===== src/rtl/if_pkg.sv =====
// Shared types and constants for the instruction-fetch stage.
// Latency: n/a (declarations only).
// Backpressure: n/a (declarations only).
package if_pkg;

  // Fetch sequencer states: IDLE after reset, REQ with a live request,
  // HOLD with a returned instruction parked behind a stall, DROP with a
  // wrong-path request still waiting for its ack.
  typedef enum logic [1:0] {
    IDLE = 2'd0,
    REQ  = 2'd1,
    HOLD = 2'd2,
    DROP = 2'd3
  } if_state_t;

  localparam logic [31:0] RESET_PC_DEF = 32'h0000_0000;
  localparam logic [31:0] PC_STEP_DEF  = 32'd4;

endpackage


===== src/rtl/if_hold_buf.sv =====
// One-entry instruction buffer that parks a fetched word while IF/ID is stalled.
// Latency: one cycle from load to visible contents.
// Backpressure: none; the owner decides when to load and clear.
module if_hold_buf #(
  parameter int W = 32
) (
  input  logic         clk_IF,
  input  logic         rst_IF,
  input  logic         load,
  input  logic         clr,
  input  logic [W-1:0] fetched,
  output logic [W-1:0] held
);

  // Clear wins over load so a flushed entry can never survive the same edge.
  always_ff @(posedge clk_IF or posedge rst_IF) begin
    if (rst_IF) begin
      held <= '0;
    end else if (clr) begin
      held <= '0;
    end else if (load) begin
      held <= fetched;
    end
  end

endmodule


===== src/rtl/if_fetch_unit.sv =====
// Fetch stage: owns the PC, runs a single-outstanding imem request/ack port, feeds IF/ID.
// Latency: zero extra cycles; the instruction enters IF/ID on the edge where ack is high.
// Backpressure: a stall parks the returned word in a one-entry buffer and drops req until release.
module if_fetch_unit
  import if_pkg::*;
#(
  parameter logic [31:0] RESET_PC = RESET_PC_DEF,
  parameter logic [31:0] PC_STEP  = PC_STEP_DEF
) (
  input  logic        clk_IF,
  input  logic        rst_IF,
  input  logic        stall_IF,
  input  logic        redirect_IF,
  input  logic [31:0] target_IF,
  output logic        imem_req_IF,
  output logic [31:0] imem_addr_IF,
  input  logic        imem_ack_IF,
  input  logic [31:0] imem_data_IF,
  output logic [31:0] PC_out_IF,
  output logic [31:0] inst_out_IF,
  output logic        en_out_IF,
  output logic        NOP_out_IF
);

  if_state_t   state, state_nxt;
  logic [31:0] pc, pc_nxt;
  logic [31:0] drop_addr, drop_addr_nxt;
  logic        buf_load, buf_clr;
  logic [31:0] buf_inst;
  logic        ready;

  if_hold_buf #(.W(32)) u_hold_buf (
    .clk_IF  (clk_IF),
    .rst_IF  (rst_IF),
    .load    (buf_load),
    .clr     (buf_clr),
    .fetched (imem_data_IF),
    .held    (buf_inst)
  );

  // State, pc and the wrong-path address that DROP keeps on the bus.
  always_ff @(posedge clk_IF or posedge rst_IF) begin
    if (rst_IF) begin
      state     <= IDLE;
      pc        <= RESET_PC;
      drop_addr <= RESET_PC;
    end else begin
      state     <= state_nxt;
      pc        <= pc_nxt;
      drop_addr <= drop_addr_nxt;
    end
  end

  // Memory port and IF/ID outputs; redirect beats stall beats delivery.
  always_comb begin
    ready        = ((state == REQ) && imem_ack_IF) || (state == HOLD);
    imem_req_IF  = (state == REQ) || (state == DROP);
    imem_addr_IF = (state == DROP) ? drop_addr : pc;
    PC_out_IF    = pc;
    inst_out_IF  = '0;
    if (state == HOLD) begin
      inst_out_IF = buf_inst;
    end else if (state == REQ) begin
      inst_out_IF = imem_data_IF;
    end
    en_out_IF  = 1'b1;
    NOP_out_IF = 1'b1;
    if (rst_IF) begin
      en_out_IF  = 1'b0;
      NOP_out_IF = 1'b1;
    end else if (redirect_IF) begin
      en_out_IF  = 1'b1;
      NOP_out_IF = 1'b1;
    end else if (stall_IF) begin
      en_out_IF  = 1'b0;
      NOP_out_IF = 1'b0;
    end else if (ready) begin
      en_out_IF  = 1'b1;
      NOP_out_IF = 1'b0;
    end
  end

  // Next-state and pc update; a redirect with no ack yet must wait out the old request in DROP.
  always_comb begin
    state_nxt     = state;
    pc_nxt        = pc;
    drop_addr_nxt = drop_addr;
    buf_load      = 1'b0;
    buf_clr       = 1'b0;
    case (state)
      IDLE: begin
        state_nxt = REQ;
        if (redirect_IF) begin
          pc_nxt = target_IF;
        end
      end
      REQ: begin
        if (redirect_IF) begin
          pc_nxt = target_IF;
          if (!imem_ack_IF) begin
            drop_addr_nxt = pc;
            state_nxt     = DROP;
          end
        end else if (imem_ack_IF) begin
          if (stall_IF) begin
            buf_load  = 1'b1;
            state_nxt = HOLD;
          end else begin
            pc_nxt = pc + PC_STEP;
          end
        end
      end
      HOLD: begin
        if (redirect_IF) begin
          pc_nxt    = target_IF;
          buf_clr   = 1'b1;
          state_nxt = REQ;
        end else if (!stall_IF) begin
          pc_nxt    = pc + PC_STEP;
          state_nxt = REQ;
        end
      end
      DROP: begin
        // A fresh redirect only retargets pc; the old request still owns the bus.
        if (redirect_IF) begin
          pc_nxt = target_IF;
        end
        if (imem_ack_IF) begin
          state_nxt = REQ;
        end
      end
      default: state_nxt = IDLE;
    endcase
  end

endmodule


===== config.mk =====
export PLATFORM = sky130hd
export DESIGN_NAME = if_fetch_unit
export DESIGN_NICKNAME = d
export VERILOG_FILES = /design/src/rtl/if_pkg.sv /design/src/rtl/if_hold_buf.sv /design/src/rtl/if_fetch_unit.sv
export SDC_FILE = /design/constraint.sdc
export NUM_CORES = 1
export LEC_CHECK = 0
export CORE_MARGIN = 3
export CORE_UTILIZATION = 51
export CTS_BUF_LIST = sky130_fd_sc_hd__clkbuf_16
export DETAILED_ROUTE_END_ITERATION = 10
export PLACE_DENSITY = 0.86
export REMOVE_ABC_BUFFERS = 1
export SLEW_MARGIN = 20
export SYNTH_ARGS = -nofsm -noshare
export SYNTH_HDL_FRONTEND = slang
export SYNTH_SLANG_ARGS = --single-unit

===== constraint.sdc =====
create_clock -name clk_IF -period 8.5 [get_ports clk_IF]
set_input_delay 1.7 -clock clk_IF [delete_from_list [all_inputs] [get_ports clk_IF]]
set_output_delay 1.7 -clock clk_IF [all_outputs]
set_load 0.03 [all_outputs]

==> out/summary.txt, run 1 <==
Post-route DRC -> 0
Row count -> 37
Starting Density -> 0.5246
CP endpoint -> en_out_IF
N_diodes -> 0
Min cycle time layout -> 5.164 ns
Post-synthesis async set-or-reset flop share -> 1.000
Routed WL per cell -> 17.16 µm
Die extent in y -> 109.3 µm
Cell breakdown of the critical path -> clkdlybuf4s50_1 -> buf_4 -> nor2b_1 -> nor2_1 -> clkdlybuf4s50_1
Reg2Reg Depth -> 8
Clock root cell -> clkbuf_16
Most common cell in the netlist -> nand2_1
Share of layout cells above drive strength 1 -> 0.1268
M1 GR Usage -> 0.3242
Max Freq -> 0.1936 GHz
Routed via count -> 5,165
Largest net degree at the start of global routing -> 68
CTS Buf Count -> 9
Number of antenna violations at the first check in global routing -> 0
GRT busiest layer -> met2
Ports -> 168
GPL Wtd Cong -> 0.8627
Critical Path Fanout Max -> 37
Number of synthesized flops with an enable pin -> 0
Min-Delay Path Class -> flop to flop
Part of the cycle the worst path needs -> 0.6076
RSZ-0062 raised after global routing -> false
Critical Path RT -> 6.80 ns
Setup violators final -> 0
Netlist cell types -> 52
VDD IR-drop max -> 0.0002639 V
FF+latch count, synth -> 98
PD cells -> 390.3 nW/µm²
CP peak stage delay -> 0.69 ns
Post-Route WL -> 15.33 mm
Crit path max-delay cell type -> clkdlybuf4s50_1
Fin. Hold Viols -> 0
Vias in the first global route -> 4,954
Drt pass-1 iters -> 5
Synth top cells by count -> nand2_1 (154), dfrtp_1 (98), mux2_2 (65)
R2R setup slack -> 5.88 ns
Critical path class -> primary input to output port
Tot GR Track Use -> 0.2526
Worst reg2reg startpoint -> state[1]$_DFFE_PP0P_
Hold WS -> 0.5016 ns
Vias/cell -> 5.784
Post-Place Cells -> 879
Mapped cell area -> 5440 µm²
Reg2reg end -> PC_out_IF[18]$_DFFE_PP0P_
Area post-placement -> 7136 µm²
Post-DP HPWL -> 10.59 mm
CTS tree -> built
Top-area cell type share of the netlist area -> 0.4508
First-pass GRT wire length -> 24.14 mm
Worst Setup End Kind -> output port
Top_reg_cell synth -> dfrtp_1
Antenna Nets Post-Route -> 0
Cts repair resizes -> 0
Setup Buffers After CTS -> 0
Register area share after synthesis -> 0.4508
Hold_buf cts -> 0
Sequential cell area -> 2452 µm²
Slew headroom -> 0.3488
Leak pwr -> 2.947 nW
Core area -> 10,370 µm²
Crit path from -> redirect_IF
Nets -> 827
I/O Buffers -> 167
Syn. warnings -> 0
Status -> complete, no violations
Multi-input logic area -> 2783 µm²
Startpoint types -> primary input
Synth area leaders -> dfrtp_1 (45%), mux2_2 (13%), nand2_1 (11%), a21oi_1 (5.7%), o21ai_0 (4.9%)
TNS Setup -> 0 ns
Clock-pin slew of the registers on the worst-case setup and hold paths -> 0.06 ns
Starting DRT DRC Count -> 355
Sink Count -> 98
Skew-Pair Late Insertion Delay -> 0.34 ns
Gr ovfl total -> 0
Synthesized netlist cell count -> 621
Skew final -> 0.007653 ns
Cell type with the largest total area after synthesis -> dfrtp_1
Die Wd -> 109.3 µm
# Max-Cap Violations -> 0
Die area -> 11,940 µm²
Design Area, Final -> 7421 µm²
Syn-to-layout area delta -> 36.41%
Slew @ Worst Pin -> 0.9768 ns
Max Root-Sink Buffers -> 2
Met3 Usage GRT -> 0.06335
H-tree Lvls -> 3
Met2 Use GR -> 0.4237
Critical path's most frequent cell -> clkdlybuf4s50_1
Fillers -> 806
Pins over their slew limit -> 0
Non-filler cells in the finished layout -> 893
Syn Area/Cell -> 8.760 µm²
WP data arrival -> 3.46 ns
layer usage:
| layer | up-vias | share of wire |
|---|---|---|
| li1 | 2442 | - |
| met1 | 2407 | 0.41 |
| met2 | 283 | 0.48 |
| met3 | 33 | 0.097 |
| met4 | 0 | 0.019 |
| met5 | - | 0 |
where the power goes:
| part | switching (mW) | total, mW | internal, mW |
|---|---|---|---|
| Sequential | 0.177 | 0.840 | 0.662 |
| Clock | 0.165 | 0.387 | 0.222 |
| Combinational | 0.950 | 1.67 | 0.721 |
| Total | 1.29 | 2.90 | 1.60 |
worst min path at each step:
stage / start / to / cells past startpoint
floorplan: drop_addr[21]$_DFFE_PP0P_ / drop_addr[21]$_DFFE_PP0P_ / 2
global placement: drop_addr[21]$_DFFE_PP0P_ / drop_addr[21]$_DFFE_PP0P_ / 2
detailed placement: drop_addr[24]$_DFFE_PP0P_ / drop_addr[24]$_DFFE_PP0P_ / 1
CTS: drop_addr[24]$_DFFE_PP0P_ / drop_addr[24]$_DFFE_PP0P_ / 1
global route: drop_addr[12]$_DFFE_PP0P_ / drop_addr[12]$_DFFE_PP0P_ / 1
finish: drop_addr[7]$_DFFE_PP0P_ / drop_addr[7]$_DFFE_PP0P_ / 1
critical path, delay by kind of cell:
family	cells	cell delay, ns
buf+inv	3	1.49
simple gates	2	0.27
logic make-up (layout without fill, tap and decap cells):
family	count (synthesis)	count (layout)	share of synthesized area
XOR/XNOR	5	5	0.008049
flip-flops	98	98	0.4508
adder cells (fa/ha/maj)	4	4	0.009200
buffers and inverters	58	194	0.04117
multiplexers	68	68	0.1401
AO/OA/AOI/OAI	147	147	0.1529
AND/OR/NAND/NOR	241	241	0.1978
layout make-up:
class | instances | area share
sequential | 98 | 0.3305
clock inverter | 5 | 0.006576
clock buffer | 9 | 0.03035
multi-input combinational | 465 | 0.3750
tap | 136 | 0.02293
timing repair buffer | 172 | 0.2303
inverter | 8 | 0.004384
state kept, by name, summed over array words and instances, names as in the netlist:
name and cells:
state 2, PC_out_IF 32, drop_addr 32, u_hold_buf.held 32
stage by stage:
stage / power (mW) / setup slack [ns] / util
6_report: 2.897 / 3.336 / 0.7156
5_1_grt: 3.072 / 3.266 / 0.7156
4_1_cts: 2.904 / 3.356 / 0.7145
3_5_place_dp: 2.510 / 3.357 / 0.6881
3_3_place_gp: 2.456 / 3.344 / 0.6881
2_1_floorplan: 1.856 / 4.238 / -
placed cells by master (no fill, tap or decap), types with 3 or more instances in the layout:
master / instances
nor3_1: 9
o22ai_1: 8
mux2_2: 65
clkdlybuf4s50_1: 167
nor2b_1: 3
a221oi_1: 3
nand2_1: 154
nand3_1: 15
buf_4: 5
o21ai_0: 53
a311oi_1: 3
inv_1: 8
mux2i_1: 3
nor4_1: 5
nor2_1: 16
dfrtp_1: 98
clkbuf_16: 9
a22oi_1: 3
and3_1: 9
nand4_1: 8
a21oi_1: 61
xnor2_1: 4
Note: power is estimated with default switching activity, not from simulation.
==> run 2, diff against run 1 <==
--- a/config.mk
+++ b/config.mk
@@ -6,10 +6,10 @@
 export NUM_CORES = 1
 export LEC_CHECK = 0
 export CORE_MARGIN = 3
-export CORE_UTILIZATION = 51
+export CORE_UTILIZATION = 47
 export CTS_BUF_LIST = sky130_fd_sc_hd__clkbuf_16
 export DETAILED_ROUTE_END_ITERATION = 10
-export PLACE_DENSITY = 0.86
+export PLACE_DENSITY = 0.8
 export REMOVE_ABC_BUFFERS = 1
 export SLEW_MARGIN = 20
 export SYNTH_ARGS = -nofsm -noshare
==> constraint.sdc (replaced) <==
create_clock -name clk_IF -period 5.3 [get_ports clk_IF]
set_input_delay 1.06 -clock clk_IF [delete_from_list [all_inputs] [get_ports clk_IF]]
set_output_delay 1.06 -clock clk_IF [all_outputs]
set_load 0.03 [all_outputs]
==> out/summary.txt, run 2 (same netlist as run 1, synthesis figures left out) <==
Critical path class -> flop to output port
Commonest non-fill, non-tap cell in the layout -> clkdlybuf4s50_1
Startpoint types -> flop
I/O Buffers -> 167 (unchanged)
Post-DP HPWL -> 10.77 mm (+1.7%)
Critical Path RT -> 4.24 ns (-2.56 ns)
Cts repair resizes -> 0 (unchanged)
Met3 Usage GRT -> 0.05942 (-0.003935)
RSZ-0062 raised after global routing -> false
Worst reg2reg startpoint -> state[1]$_DFFE_PP0P_
Min cycle time layout -> 3.941 ns
Clock root cell -> clkbuf_16
Nets -> 828 (+0.12%)
Worst Setup End Kind -> output port
Crit path max-delay cell type -> clkdlybuf4s50_1
Sequential cell area -> 2452 µm² (unchanged)
Post-route DRC -> 0 (unchanged)
Setup Buffers After CTS -> 0 (unchanged)
Max Root-Sink Buffers -> 2 (unchanged)
Part of the cycle the worst path needs -> 0.7435
PD cells -> 621.9 nW/µm² (+59%)
CP peak stage delay -> 0.72 ns (+0.03 ns)
Die extent in y -> 113.6 µm (+3.9%)
Ports -> 168 (unchanged)
Skew final -> 0.006488 ns (-0.001165 ns)
VDD IR-drop max -> 0.0003869 V (+47%)
Hold_buf cts -> 0 (unchanged)
Slew @ Worst Pin -> 1.008 ns (+0.03133 ns)
Min-Delay Path Class -> flop to flop
WP data arrival -> 2.88 ns (-0.58 ns)
First-pass GRT wire length -> 25.23 mm (+4.5%)
GPL Wtd Cong -> 0.8431 (-2.3%)
GRT busiest layer -> met2
Core area -> 11,080 µm² (+6.8%)
Final core occ -> 0.6689 (-0.04676)
HP Start -> drop_addr[21]$_DFFE_PP0P_
Slew headroom -> 0.3279 (-0.02089)
Starting Density -> 0.4911 (-0.03354)
Starting DRT DRC Count -> 409 (+15%)
Leak pwr -> 2.952 nW (+0.18%)
R2R setup slack -> 2.42 ns (-3.46 ns)
Antenna Nets Post-Route -> 0 (unchanged)
Max Freq -> 0.2538 GHz
Commonest non-fill, non-tap cells in the layout -> clkdlybuf4s50_1 (167), nand2_1 (154), dfrtp_1 (98)
Fillers -> 895 (+11%)
Sink Count -> 98 (unchanged)
Routed WL per cell -> 17.21 µm (+0.26%)
Die Wd -> 113.6 µm (+3.9%)
Fin. Hold Viols -> 0 (unchanged)
Die area -> 12,900 µm² (+8.0%)
N_diodes -> 0 (unchanged)
M1 GR Usage -> 0.3152 (-0.008997)
Largest net degree at the start of global routing -> 68 (unchanged)
Clock-pin slew of the registers on the worst-case setup and hold paths -> 0.06 ns (about the same)
Cell breakdown of the critical path -> inv_1 -> ha_1 -> buf_4 -> nand2_1 -> o21ai_0 -> clkdlybuf4s50_1
Multi-input logic area -> 2779 µm² (-0.13%)
Number of antenna violations at the first check in global routing -> 0 (unchanged)
Skew-Pair Late Insertion Delay -> 0.34 ns (about the same)
CTS Buf Count -> 9 (unchanged)
Pins over their slew limit -> 0 (unchanged)
Setup violators final -> 0 (unchanged)
Gr ovfl total -> 0 (unchanged)
Critical Path Fanout Max -> 23 (-38%)
# Max-Cap Violations -> 0 (unchanged)
Share of layout cells above drive strength 1 -> 0.1263 (-0.0005006)
Routed via count -> 5,154 (-0.21%)
H-tree Lvls -> 3 (unchanged)
Vias/cell -> 5.727 (-0.99%)
Post-Route WL -> 15.49 mm (+1.0%)
Drt pass-1 iters -> 7 (+2)
Status -> complete, no violations
Tot GR Track Use -> 0.2405 (-0.01203)
Met2 Use GR -> 0.3954 (-0.02832)
TNS Setup -> 0 ns (unchanged)
Row count -> 38 (+2.7%)
CTS tree -> built
Syn-to-layout area delta -> 36.20%
Vias in the first global route -> 5,077 (+2.5%)
Crit path from -> state[1]$_DFFE_PP0P_
-- run 2: worst paths after layout --
| path | to | cells after the start |
|---|---|---|
| max | inst_out_IF[7] | 6 |
| min | drop_addr[21]$_DFFE_PP0P_ | 2 |
| max reg2reg | drop_addr[18]$_DFFE_PP0P_ | 6 |
| min reg2reg | drop_addr[21]$_DFFE_PP0P_ | 2 |
| max in group asynchronous | drop_addr[5]$_DFFE_PP0P_ | 3 |
| min in group asynchronous | u_hold_buf.held[27]$_DFFE_PP0P_ | 2 |
-- run 2: layout make-up --
type | count | area share
clock buffer | 9 | 0.03040
clock inverter | 7 | 0.003884
inverter | 8 | 0.004390
multi-input combinational | 465 | 0.3750
sequential | 98 | 0.3310
tap | 140 | 0.02364
timing repair buffer | 173 | 0.2317
-- run 2: per-layer routing --
metal	vias to the layer above	share of wire	wire, µm
met5	-	0	0
met1	2444	0.42	6460
met3	23	0.093	1447
met4	0	0.016	253
li1	2432	-	-
met2	255	0.47	7325
-- run 2: critical path, delay by kind of cell, from the launching register on --
family / cells / cell delay, ns
AOI/OAI and AO/OA: 1 / 0.21
and+or+nand+nor: 1 / 0.07
DFF: 1 / 0.42
adders and majority gates: 1 / 0.68
buffers and inverters: 3 / 1.14
-- run 2: power by group --
part           switching (mW)  leakage (nW)  internal, mW
Sequential              0.279          1.18          1.06
Clock                   0.270         0.134         0.308
Combinational            1.53          1.63          1.16
Total                    2.08          2.95          2.53
-- run 2: stage by stage --
stage               total power [mW]  area (µm²)  worst slack (ns)  hold WS, ns  cells
floorplan                      2.977        5246             1.678       0.4497    571
global placement               3.961        7148             1.561       0.4658    884
detailed placement             4.035        7153             1.510       0.4877    884
CTS                            4.624        7407             1.334       0.5019    900
global route                   4.888        7410             1.234       0.5198    900
finish                         4.608        7410             1.359       0.5004    900
